[config.mk]
export PLATFORM = sky130hd
export DESIGN_NAME = sbox_cfg_loader
export DESIGN_NICKNAME = d
export VERILOG_FILES = /design/src/rtl/sbox_cfg_loader.sv
export SDC_FILE = /design/constraint.sdc
export NUM_CORES = 1
export LEC_CHECK = 0
export BUFFER_PORTS_ARGS = -buffer_cell sky130_fd_sc_hd__buf_2
export CORE_MARGIN = 2
export CORE_UTILIZATION = 35
export CTS_CLUSTER_DIAMETER = 100
export DETAILED_ROUTE_END_ITERATION = 12
export PLACE_DENSITY = 0.5
export SLEW_MARGIN = 20
export SYNTH_ARGS = -nofsm -noshare
export SYNTH_HDL_FRONTEND = slang
export SYNTH_SLANG_ARGS = --single-unit
[constraint.sdc]
create_clock -name clk -period 4.9 [get_ports clk]
set_input_delay 0 -clock clk [delete_from_list [all_inputs] [get_ports clk]]
set_output_delay 0 -clock clk [all_outputs]
set_load 0.005 [all_outputs]
[src/rtl/sbox_cfg_loader.sv]
// rtl/sbox_cfg_loader.sv - byte-serial config frame loader for the 5x4 switch box
//
// Receives SYNC + N_ENT entry bytes + XOR checksum, validates each entry into
// shadow registers and commits the shadow to cfg_bus atomically. A rejected
// frame leaves cfg_bus untouched.
//
// Ports:
//   clk       rising-edge clock
//   rst_n     synchronous active-low reset
//   in_valid  frame byte valid
//   in_data   frame byte
//   in_ready  loader accepts a byte (low only in the COMMIT cycle)
//   cfg_bus   active config, entry k at [CW*k +: CW]
//   cfg_done  one-cycle pulse: frame committed
//   cfg_err   one-cycle pulse: frame rejected
//   err_code  1 checksum, 2 illegal route, 3 reserved bits set (valid with cfg_err)
//   busy      high from SYNC accept until the done/err pulse
module sbox_cfg_loader #(
    parameter int          N_TB  = 5,
    parameter int          N_LR  = 4,
    parameter int          CW    = 6,
    parameter logic [7:0]  SYNC  = 8'hA5,
    localparam int         N_ENT = 2*N_TB + 2*N_LR
) (
    input  logic                clk,
    input  logic                rst_n,
    input  logic                in_valid,
    input  logic [7:0]          in_data,
    output logic                in_ready,
    output logic [N_ENT*CW-1:0] cfg_bus,
    output logic                cfg_done,
    output logic                cfg_err,
    output logic [1:0]          err_code,
    output logic                busy
);

    localparam int CNT_W = $clog2(N_ENT);
    localparam logic [CNT_W-1:0] LAST_ENT = CNT_W'(N_ENT-1);

    typedef enum logic [1:0] {
        S_IDLE   = 2'd0,
        S_LOAD   = 2'd1,
        S_CHK    = 2'd2,
        S_COMMIT = 2'd3
    } state_t;

    state_t              r_state;
    logic [CNT_W-1:0]    r_cnt;
    logic [7:0]          r_xor;
    logic [1:0]          r_code;      // sticky: first error seen in this frame
    logic [N_ENT*CW-1:0] r_shadow;
    logic [N_ENT*CW-1:0] r_cfg_bus;
    logic                r_done;
    logic                r_err;
    logic [1:0]          r_err_code;
    logic                r_busy;

    logic                w_xfer;

    // Side encoding: 0 undriven, 1/3 top/bottom (N_TB wires), 2/4 left/right
    // (N_LR wires), 5..7 do not exist. Reserved bits take priority.
    function automatic logic [1:0] entry_code(input logic [7:0] b);
        logic [31:0] idx;
        idx = 32'(b[5:3]);
        if (b[7:6] != 2'b00)
            return 2'd3;
        case (b[2:0])
            3'd0:       return 2'd0;
            3'd1, 3'd3: return (idx < 32'(N_TB)) ? 2'd0 : 2'd2;
            3'd2, 3'd4: return (idx < 32'(N_LR)) ? 2'd0 : 2'd2;
            default:    return 2'd2;
        endcase
    endfunction

    assign in_ready = (r_state != S_COMMIT);
    assign w_xfer   = in_valid && in_ready;

    assign cfg_bus  = r_cfg_bus;
    assign cfg_done = r_done;
    assign cfg_err  = r_err;
    assign err_code = r_err_code;
    assign busy     = r_busy;

    always_ff @(posedge clk) begin
        if (!rst_n) begin
            r_state    <= S_IDLE;
            r_cnt      <= '0;
            r_xor      <= '0;
            r_code     <= '0;
            r_shadow   <= '0;
            r_cfg_bus  <= '0;
            r_done     <= 1'b0;
            r_err      <= 1'b0;
            r_err_code <= '0;
            r_busy     <= 1'b0;
        end else begin
            r_done <= 1'b0;
            r_err  <= 1'b0;
            case (r_state)
                S_IDLE: begin
                    // Anything other than SYNC while idle is line noise.
                    if (w_xfer && in_data == SYNC) begin
                        r_state <= S_LOAD;
                        r_cnt   <= '0;
                        r_xor   <= '0;
                        r_code  <= '0;
                        r_busy  <= 1'b1;
                    end
                end
                S_LOAD: begin
                    // A SYNC value here is ordinary entry data.
                    if (w_xfer) begin
                        r_shadow[CW*r_cnt +: CW] <= in_data[CW-1:0];
                        r_xor <= r_xor ^ in_data;
                        if (r_code == 2'd0)
                            r_code <= entry_code(in_data);
                        r_cnt <= r_cnt + 1'b1;
                        if (r_cnt == LAST_ENT)
                            r_state <= S_CHK;
                    end
                end
                S_CHK: begin
                    if (w_xfer) begin
                        // Entry errors outrank a checksum mismatch.
                        if (r_code == 2'd0 && in_data != r_xor)
                            r_code <= 2'd1;
                        r_state <= S_COMMIT;
                    end
                end
                S_COMMIT: begin
                    r_busy  <= 1'b0;
                    r_state <= S_IDLE;
                    if (r_code == 2'd0) begin
                        r_cfg_bus  <= r_shadow;
                        r_done     <= 1'b1;
                        r_err_code <= 2'd0;
                    end else begin
                        r_err      <= 1'b1;
                        r_err_code <= r_code;
                    end
                end
                default: r_state <= S_IDLE;
            endcase
        end
    end

endmodule

==> After elaboration in Yosys (flattened, before gate mapping) <==
Index checks and enable logic that the tools add are counted.
{ "word_totals": {"regBits": 238, "inputBits": 11, "output_inout_bits": 114, "elab_cells": 87} }
{ "classes": {"n_addsub": 2, "mul": 1, "n_lt_le_gt_ge": 2, "eq_ne": 17, "shifts": 2, "n_mux": 33, "n_bitwise": 1, "reduce_logical": 19} }
{ "op_table": {"columns": ["op", "count"], "rows": [
  ["$bwmux 108", 1],
  ["$shift 6x34->108 const A", 1],
  ["$shiftx 6x34->108", 1],
  ["$neg 8->34", 1],
  ["$mux 2", 14],
  ["$mux 8", 2],
  ["$pmux 8 s2", 1],
  ["$ne 2x2->1 const B", 7],
  ["$pmux 2 s3", 2],
  ["$mux 5", 2],
  ["$pmux 5 s2", 1],
  ["$eq 8x8->1 const B", 1],
  ["$mux 1", 8],
  ["$ne 8x8->1", 1],
  ["$pmux 2 s4", 1],
  ["$reduce_and 2->1", 4],
  ["$xor 8x8->8", 1],
  ["$mul 2x5->7 const A", 1],
  ["$eq 3x2->1 const B", 2],
  ["$lt 3x3->1 const B", 2],
  ["$reduce_and 6->1", 1],
  ["$reduce_bool 2->1", 3],
  ["$add 5x1->5 const B", 1],
  ["$eq 5x5->1 const B", 1],
  ["12 further kinds", 17]
]} }

==> Depth between registers and ports, before layout <==
Gate-level depths: netlist of the first run.
{ "logic_depth": {"depth_word": 10, "depth_mapped": 17, "ltp_nobuf": 14} }

==> Worst setup path before layout of the first run <==
OpenSTA, ideal clock, no wires.
{ "synth_path": {"kind": "reg-to-reg", "startpoint": "register r_cnt[2]", "endpoint": "register r_shadow[67]", "arrival_ns": 3.800, "path_slack_ns": 0.976, "stages_incl_launch_ff": 16, "path_buffers": 2, "cell_sequence": "dfxtp_1 clkbuf_1 inv_1 ha_1 a21o_1 a211oi_4 nor2_1 clkbuf_1 nor3_1 ha_1 nand4b_1 nor2_1 o21ai_1 a2111oi_0 or2_1 a21oi_1"} }
{ "synth_between": {"elab_chain_len": 4, "word_cells_on_any_way": 5, "cone_classes": "1 x add/sub; 1 x mul; 2 x shift; 1 x mux"} }
{ "synth_rtl": {"columns": ["item", "line_no", "text"], "rows": [
  ["start, declared", "48", "logic [CNT_W-1:0] r_cnt;"],
  ["start signal, assigned", "117", "r_cnt <= r_cnt + 1'b1;"],
  ["$mul 2x5->7 (*)", "113", "r_shadow[CW*r_cnt +: CW] <= in_data[CW-1:0];"],
  ["$neg 8->34 (*)", "113", null],
  ["$shiftx 6x34->108 or $shift 6x34->108 (tied branches)", "113", null],
  ["$bwmux 108 (*)", "113", null],
  ["end signal, assigned by index", "113", null],
  ["end, declared", "51", "logic [N_ENT*CW-1:0] r_shadow;"]
]} }
Mark *: on every way between the ends. The rest lies on a longest branch, timed or not.
A chain may end at the register's enable or synchronous reset.

==> Worst setup path in the final report of the first run <==
{ "layout_path": {"startpoint": "register r_cnt[1]", "endpoint": "register r_shadow[67]"} }
The elaborated chain is that of the path after synthesis.

==> results.md, run 1 <==
Synthesis:
- Among all cell types in the netlist, the one instantiated most often is sky130_fd_sc_hd__nand2_1.
- Among all flip-flop cells after synthesis, the most frequent one is sky130_fd_sc_hd__dfxtp_1.
- Synthesis handed over a netlist of 1304 instances.
- The average instance in the mapped netlist occupies 8.09 um^2.
- In this run, synthesis produced a sequential element count of 238.
- The total of warnings raised by yosys is 0.
- The net count after synthesis is 1329.
- By area the synthesized netlist is led by sky130_fd_sc_hd__dfxtp_1 45%, sky130_fd_sc_hd__nand2_1 13%, sky130_fd_sc_hd__mux2i_1 8.9%.
- The biggest area contributor in the post-synthesis netlist is sky130_fd_sc_hd__dfxtp_1.
- The count of flip-flops with a built-in enable after synthesis is 0.
- The area share of the largest cell type after synthesis is 0.451.
- The share of synthesized area occupied by flip-flops and latches is 0.451.
- The number of different library cells in the post-synthesis netlist is 69.
- In the synthesized netlist, the cells that appear most often are 366 x sky130_fd_sc_hd__nand2_1, 238 x sky130_fd_sc_hd__dfxtp_1, 157 x sky130_fd_sc_hd__a21oi_1, 94 x sky130_fd_sc_hd__mux2i_1, 75 x sky130_fd_sc_hd__nor2_1.
- The combined area of all synthesized cells is 10600 um^2.
- In the synthesized netlist the async set-or-reset flop fraction comes to 0.

Layout:
- After the last flow step, the layout net total stands at 1443.
- The area used by multi-input combinational logic is 5450 um^2.
- The antenna diode instance count is 0.
- Summing all flip-flop and latch instances after layout gives 4760 um^2.
- The layout has 3090 filler cells.
- Compared with the post-synthesis result, the final layout area differs by 20.0%.
- The share of post-route cells with drive strength above 1 is 0.157.

Placed design:
- The congestion estimate from routability-driven global placement came to 0.945.
- Input and output buffers added on the ports amount to 124.
- Summed over all nets, the half-perimeter wirelength after detailed placement is 23.9 mm.

Worst setup path:
- Along the worst path, the maximum fanout reaches 15.
- The library cell contributing the largest single delay on the critical path is sky130_fd_sc_hd__fa_1.
- STA classifies the critical path startpoint as a flip-flop.
- Grouping stages by cell kind, the critical path spends the most delay in compound AO/OA/AOI/OAI gates.
- The buffering stage count on the worst path with inverters included is 2.
- In this run the critical register-to-register path is launched from r_cnt[1].
- In this design, the stage delay of the slowest critical-path cell is 0.51 ns.
- The critical path goes through ha_1, fa_1, a21o_1, a211oi_4, nor2_1, nor3_1, ha_1, nand4b_1, buf_4, nor2_1, o21ai_1, a2111oi_0, buf_4, or2_1, a21oi_1.
- The type of element capturing the critical path is a flip-flop.
- The required time of the worst setup path is 5.32 ns.
- The worst setup slack for register-to-register paths is 0.98 ns.
- The arrival time reported for the critical path endpoint is 4.34 ns.
- The depth of the worst register-to-register path is 15.
- The type of the setup path with the least slack is reg -> reg.
- The worst register-to-register path ends at r_shadow[67].

STA:
- The clock skew after layout is 0.0234 ns.
- The share of the clock period used by the worst path after layout is 0.799.
- The maximum achievable frequency is 0.255 GHz.
- The final hold violation count came to 0.
- The final-report setup violation count is 0.
- The worst slew margin relative to its limit is 0.312.
- Summed over all failing endpoints, the final setup total negative slack is 0 ns.
- For the pin with the worst max-slew slack, the measured transition is 1.03 ns.
- Setup repair after global routing left no endpoint under its margin.
- The number of pins exceeding their max-slew limit in the final report is 0.
- For the finished layout, the period the worst path requires is 3.92 ns.

Power and ir drop:
- Internal power comes to 3.33 mW.
- Power spread over the standard cell area amounts to 345 nW/um^2.
- VDD sags by at most 245 uV.
- The portion of total power attributed to combinational logic is 0.065.
- The net switching power of the design is 1.04 mW.
- The design draws 4.37 mW.
- The switching share of power is 0.238.
- The leakage power summed over all cells is 4.93 nW.
- The sequential fraction of design power is 0.449.
- The share of total power dissipated in the clock network is 0.486.

Drt:
- After the first detailed-routing iteration, the DRC count stood at 695.
- The first detailed-routing pass ran for 5 iterations.
- The via count is 9551.
- The count of nets left with antenna violations once routing finished came out at 0.
- In the final routed layout, each cell accounts on average for 18.3 um.
- In the routed design, unresolved DRC markers number 0.
- After detailed routing, the number of vias per cell comes to 5.22.
- The final wirelength is 33.4 mm.

Floorplanning:
- The die is 178 um tall.
- The die covers 31600 um^2.
- The effective utilization at floorplan is 0.356.
- The number of top-level design ports is 125.
- The total area inside the core boundary comes to 29600 um^2.
- The initialized floorplan defines 63 standard-cell rows.
- The chip width is 178 um.

Clock network:
- For the worst-skew pair, the clock arrives at the later sink with an insertion delay of 0.56 ns.
- TritonCTS built the clock tree.
- The clock drives 238 sinks.
- The clock transition at the register clock pins on the worst setup and hold paths after CTS is 0.06 ns.
- In this run the post-CTS setup repair buffer count came out at 0.
- The deepest clock path buffer count is 3.
- The TritonCTS buffer count is 28.
- The root cell of the clock tree is sky130_fd_sc_hd__clkbuf_16.
- The maximum level of the CTS H-tree is 1.

Global routing:
- Entering global routing, the biggest net connects 109 pins.
- The via count of the first global-routing pass is 9084.
- The wire length of the first global-routing pass is 52.0 mm.
- The number of antenna violations at the first check in global routing was 0.
- In the global route stage, overall resource usage came out at 0.210.
- The remaining global-route overflow is 0.

Run status:
- The run finished with clean final reports.

Min path:
- The worst min-delay path class is in -> reg.
- The worst hold path passes through 4 cells.
- The capture endpoint of the worst hold path is r_shadow[87].
- The source of the worst hold timing path is rst_n.

Flow run:
- The number of maximum-capacitance violations is 0.
worst max-delay path by stage:
| stage | startpoint | to | slack [ns] | depth (start not counted) |
|---|---|---|---|---|
| after CTS | r_cnt[1] | r_shadow[67] | 1.01 | 15 |
| final | r_cnt[1] | r_shadow[67] | 0.98 | 15 |
| after global routing | r_cnt[1] | r_shadow[67] | 0.61 | 15 |
| after detailed placement | r_cnt[1] | r_shadow[8] | 1.04 | 12 |
| after floorplan | r_cnt[2] | r_shadow[67] | 0.98 | 15 |
| after global placement | r_cnt[1] | r_shadow[9] | 1.14 | 12 |
sequential cells by signal (all words and copies together), names as in the netlist:
| register | count |
|---|---|
| err_code | 2 |
| r_shadow | 108 |
| r_state | 2 |
| r_xor | 8 |
| r_cnt | 5 |
| cfg_done | 1 |
| cfg_bus | 108 |
| r_code | 2 |
| busy | 1 |
| cfg_err | 1 |
worst register-to-register path: cells and delay by family, from the launching register on:
| kind | cells | cell delay [ns] |
|---|---|---|
| buf+inv | 2 | 0.44 |
| fa+ha+maj | 3 | 1.00 |
| simple gates | 5 | 0.68 |
| compound gates | 5 | 1.30 |
| flops | 1 | 0.37 |
per-stage QoR:
| step | cell area, um^2 | utilization | hold slack (ns) | cells | setup WS, ns |
|---|---|---|---|---|---|
| 6_report | 12700 | 0.427 | 0.0427 | 1829 | 0.984 |
| 5_1_grt | 12700 | 0.427 | 0.0654 | 1829 | 0.615 |
| 4_1_cts | 12700 | 0.427 | 0.0310 | 1829 | 1.01 |
| 3_5_place_dp | 11600 | 0.392 | 0.380 | 1770 | 1.04 |
| 3_3_place_gp | 11600 | 0.392 | 0.380 | 1770 | 1.14 |
| 2_1_floorplan | 10600 | - | 0.284 | 1304 | 0.976 |
power groups by stage:
stage / logic, mW / registers [mW] / clock network [mW]
6_report: 0.285 / 1.96 / 2.13
5_1_grt: 0.315 / 1.96 / 2.25
4_1_cts: 0.283 / 1.96 / 2.17
3_5_place_dp: 0.278 / 2.00 / 0
3_3_place_gp: 0.278 / 2.00 / 0
2_1_floorplan: 0.199 / 2.00 / 0
final cells by class:
| type | count | share of cell area |
|---|---|---|
| inverters | 16 | 0.00494 |
| clock buffers | 40 | 0.0660 |
| flip-flops and latches | 238 | 0.376 |
| multi-input cells | 973 | 0.430 |
| well taps | 390 | 0.0385 |
| clock inverters | 11 | 0.00998 |
| repair buffers | 161 | 0.0745 |
metal layers:
layer | vias up | part of all wire | track usage
met4 | 0 | 0.026 | 0.0594
li1 | 4695 | - | -
met5 | - | 0 | 0
met1 | 4514 | 0.49 | 0.310
met3 | 57 | 0.054 | 0.0278
met2 | 285 | 0.43 | 0.317
timing repair:
action	in CTS	in global routing
hold buffers	8	0
gates resized for setup	0	0
endpoints found under the hold margin	10	0
placed cells by master, fill, tap and decap left out, types with 4 or more instances in the layout:
cell,synthesis,final
sky130_fd_sc_hd__mux2i_1,94,94
sky130_fd_sc_hd__nor3_1,35,34
sky130_fd_sc_hd__dlygate4sd3_1,0,8
sky130_fd_sc_hd__dfxtp_1,238,238
sky130_fd_sc_hd__clkbuf_8,0,9
sky130_fd_sc_hd__clkbuf_16,0,28
sky130_fd_sc_hd__a211oi_1,4,4
sky130_fd_sc_hd__o21ai_0,36,36
sky130_fd_sc_hd__nor2_1,75,75
sky130_fd_sc_hd__nand2_1,366,365
sky130_fd_sc_hd__nor2b_1,5,5
sky130_fd_sc_hd__a21o_1,5,5
sky130_fd_sc_hd__o32a_1,4,4
sky130_fd_sc_hd__nand3_1,26,26
sky130_fd_sc_hd__o22ai_1,6,6
sky130_fd_sc_hd__nand4_1,8,8
sky130_fd_sc_hd__or4_1,5,5
sky130_fd_sc_hd__o31ai_1,8,8
sky130_fd_sc_hd__nor3_2,5,6
sky130_fd_sc_hd__buf_2,1,124
sky130_fd_sc_hd__nor3b_1,8,8
sky130_fd_sc_hd__buf_4,0,27
sky130_fd_sc_hd__nand2b_1,5,5
sky130_fd_sc_hd__or3_1,8,8
sky130_fd_sc_hd__xnor2_1,15,14
sky130_fd_sc_hd__a22oi_1,4,4
sky130_fd_sc_hd__nor4_1,10,10
sky130_fd_sc_hd__a21oi_1,157,157
sky130_fd_sc_hd__nand4b_1,4,4
sky130_fd_sc_hd__and2_1,11,11
sky130_fd_sc_hd__clkinv_2,0,5
sky130_fd_sc_hd__ha_1,13,13
sky130_fd_sc_hd__inv_1,14,14
logic make-up after synthesis:
| logic type | share of synthesized area |
|---|---|
| flops | 0.451 |
| buf+inv | 0.0346 |
| compound gates | 0.141 |
| fa+ha+maj | 0.0173 |
| simple gates | 0.245 |
| mux | 0.0924 |
| xor+xnor | 0.0185 |
(Power assumes the default switching activity.)
==> run 2: changes to the inputs <==
--- a/config.mk
+++ b/config.mk
@@ -10,7 +10,7 @@
 export CORE_UTILIZATION = 35
 export CTS_CLUSTER_DIAMETER = 100
 export DETAILED_ROUTE_END_ITERATION = 12
-export PLACE_DENSITY = 0.5
+export PLACE_DENSITY = 0.52
 export SLEW_MARGIN = 20
 export SYNTH_ARGS = -nofsm -noshare
 export SYNTH_HDL_FRONTEND = slang
==> constraint.sdc (replaced) <==
create_clock -name clk -period 3.5 [get_ports clk]
set_input_delay 0 -clock clk [delete_from_list [all_inputs] [get_ports clk]]
set_output_delay 0 -clock clk [all_outputs]
set_load 0.005 [all_outputs]
==> run 2 against run 1 <==
Compared with the run above:
- global-route usage about the same
- worst hold slack better by 0.029 ns
- count of clock-buffer cells in the layout fell by 1
- sequential share of layout area is 0.83 points lower
- non-clock buffer count rose by 38
- maximum frequency grew 16%
- routed wire length down 0.60%
- utilization is 0.99 points higher
- final cell count grew 1.9%
- power increased by 36%
- clock skew down 0.013 ns
- critical endpoint is now r_shadow[81]
- highest routed layer unchanged
==> results.md, run 2 (synthesis results as in run 1) <==
Run status:
- The flow ran to the end, and the final reports show no timing, DRC or antenna violations.

Layout:
- The most frequent standard cell in the layout excluding fill and tap cells is sky130_fd_sc_hd__nand2_1.
- The total number of nets in the final design is 1480.
- Compared with the post-synthesis result, the final layout area differs by 22.8%.
- In the final layout, the share of cells above drive strength 1 is 0.182.
- Leaving out fill and tap cells, the most frequent cells in the layout are 365 x sky130_fd_sc_hd__nand2_1, 236 x sky130_fd_sc_hd__dfxtp_1, 157 x sky130_fd_sc_hd__a21oi_1.
- Once layout is complete, the utilization of the core stands at 0.437.
- The repair_antennas step left the layout with diodes totalling 0.

STA:
- The number of pins exceeding their max-slew limit in the final report is 0.
- After layout, the worst setup slack is 0.114 ns.
- At the pin with the least slew margin, the transition time is 0.749 ns.
- The worst slew margin relative to its limit is 0.501.
- The clock skew after layout is 0.0103 ns.
- The clock period minus worst slack is 3.39 ns.
- In the finished design, the share of the clock period the worst path needs comes to 0.967.
- The final hold violation count came to 0.
- The maximum achievable frequency is 0.295 GHz.
- Setup repair after global routing left no endpoint under its margin.
- Summed over all failing endpoints, the final setup total negative slack is 0 ns.
- Setup violations remaining at the end of the flow were counted as 0.

Worst setup path:
- The number of cells on the worst reg-to-reg path is 12.
- The signal on the critical path passes through ha_4, fa_2, buf_4, nand3b_1, a31oi_4, buf_4, o2111a_1, a21o_1, a2111oi_0, buf_4, and2_1, mux2i_1.
- The most numerous cell type found on the critical path is sky130_fd_sc_hd__buf_4.
- Data on the critical path arrives at its endpoint at 3.84 ns.
- In this design, the largest share of critical-path delay is due to compound AO/OA/AOI/OAI gates.
- Along the worst path, the maximum fanout reaches 8.
- The buffering stage count on the worst path with inverters included is 3.
- In this run the critical register-to-register path is captured at r_shadow[81].
- The worst setup path is launched from a flip-flop.
- The library cell contributing the largest single delay on the critical path is sky130_fd_sc_hd__a2111oi_0.
- For this run, the slowest stage of the critical path takes 0.54 ns.
- The worst register-to-register path has a setup slack of 0.11 ns.
- The critical register-to-register path startpoint is r_cnt[1].
- The worst setup path is of the reg -> reg kind.
- The worst setup path is captured at a flip-flop.
- The required time of the worst setup path is 3.95 ns.

Min path:
- The cell count of the worst hold path is 5.
- The worst hold path begins at in_valid.
- The worst min-delay path class is in -> reg.
- The capture endpoint of the worst hold path is r_code[1].

Placed design:
- The congestion estimate from routability-driven global placement came to 0.962.
- Before CTS, the worst setup slack after placement is 0.126 ns.
- The number of input and output port buffers inserted is 124.
- The half-perimeter wire length after detailed placement is 24.1 mm.

Flow run:
- Max-cap violations in this run came to 0.

Floorplanning:
- For this configuration, the core starts out at a cell density of 0.356.
- The total die area is 31600 um^2.
- During I/O placement, the number of pins put on the boundary was 125.
- The height of the die is 178 um.
- The standard cell core area is 29600 um^2.
- The floorplan step set the die width to 178 um.
- The number of standard-cell rows in the floorplan is 63.

Global routing:
- The first global-routing pass estimated 52.1 mm of wire.
- The largest net degree at the start of global routing is 145.
- The number of antenna violations at the first check in global routing is 0.
- The via count of the first global-routing pass is 9089.
- After global routing the overflow that remains totals 0.
- Across every metal layer, demand over resource in global routing totals 0.209.

Power and ir drop:
- The sequential fraction of design power is 0.462.
- The part of the power in the clock network is 0.468.
- The internal power component is 4.54 mW.
- The worst-case IR drop observed on VDD is 318 uV.
- Summed over all cells, the static leakage comes to 5.07 nW.
- Dividing total power by cell area gives a power density of 459 nW/um^2.
- The switching share of power is 0.236.
- Of the total power, combinational logic draws 0.070.
- The net switching power of the design is 1.40 mW.

Drt:
- For this run, the detailed router's first-pass iteration total came to 5.
- Wires add up to 33.2 mm.
- For this block, the via count after detailed routing is 9639.
- The average detailed-routed wire length per instance is 17.8 um.
- The post-route DRC violation count is 0.
- The remaining antenna violation count is 0.
- In the routed layout, each cell is associated on average with a via count of 5.17.
- The number of DRC markers after the initial detailed-route iteration is 607.

Clock network:
- In this run, CTS created clock tree buffers numbering 27.
- For this design, the sink count on the clock tree is 238.
- The later pin in the worst-skew pair is clocked with a latency of 0.53 ns.
- The root cell of the clock tree is sky130_fd_sc_hd__clkbuf_16.
- After clock tree synthesis, the clock-pin slew on the worst setup and hold paths is 0.06 ns.
- The maximum level of the CTS H-tree is 1.
- The TritonCTS clock tree is built.
- The deepest clock path buffer count is 3.
run 2: cell type report:
cell class | count | area [um^2]
clock buffer | 39 | 771
sequential | 238 | 4770
clock inverter | 9 | 108
fill | 3119 | 16700
tap | 390 | 488
inverter | 16 | 62.6
multi-input combinational | 973 | 5530
timing repair buffer | 199 | 1230
run 2: worst max-delay path by stage:
stage	start	end	slack [ns]	cells after the start
final	r_cnt[1]	r_shadow[81]	0.11	12
after global routing	r_cnt[1]	r_shadow[59]	0.01	14
after detailed placement	r_cnt[1]	r_shadow[31]	0.13	13
after global placement	r_cnt[1]	r_shadow[4]	0.16	15
after floorplan	r_cnt[0]	r_shadow[9]	0.01	13
after CTS	r_cnt[1]	r_shadow[89]	0.09	13
run 2: stage by stage:
step,hold WS (ns),cell area (um^2),std cells,power (mW)
floorplan,0.284,10600,1304,3.08
global placement,0.385,11900,1806,3.21
detailed placement,0.385,11900,1806,3.21
CTS,0.0553,12900,1863,6.01
global route,0.132,13000,1864,6.19
finish,0.0714,13000,1864,5.94
run 2: tightest hold or removal path, cell delays in order:
cell	delay [ns]
sky130_fd_sc_hd__buf_2	0.13
sky130_fd_sc_hd__a21oi_1	0.12
sky130_fd_sc_hd__a2111o_1	0.15
sky130_fd_sc_hd__a211o_1	0.11
sky130_fd_sc_hd__a21oi_1	0.05
run 2: what timing repair did:
action | in CTS | in global routing
hold endpoints to repair | 17 | 0
buffers inserted | 0 | 0
hold buffers | 9 | 0
endpoints found under the setup margin | 0 | 51
resized for setup | 0 | 11
run 2: per-layer routing:
layer  wire [um]  track usage  share of wire
met1       16000        0.305           0.48
met2       14200        0.320           0.43
met5           0            0              0
met4        1010       0.0608          0.030
met3        2050       0.0293          0.062
run 2: power by group through the flow:
| stage | sequential [mW] | clock, mW | combinational [mW] |
|---|---|---|---|
| after CTS | 2.74 | 2.86 | 0.413 |
| final | 2.75 | 2.78 | 0.415 |
| after global placement | 2.80 | 0 | 0.406 |
| after floorplan | 2.80 | 0 | 0.279 |
| after detailed placement | 2.80 | 0 | 0.403 |
| after global routing | 2.74 | 2.98 | 0.463 |
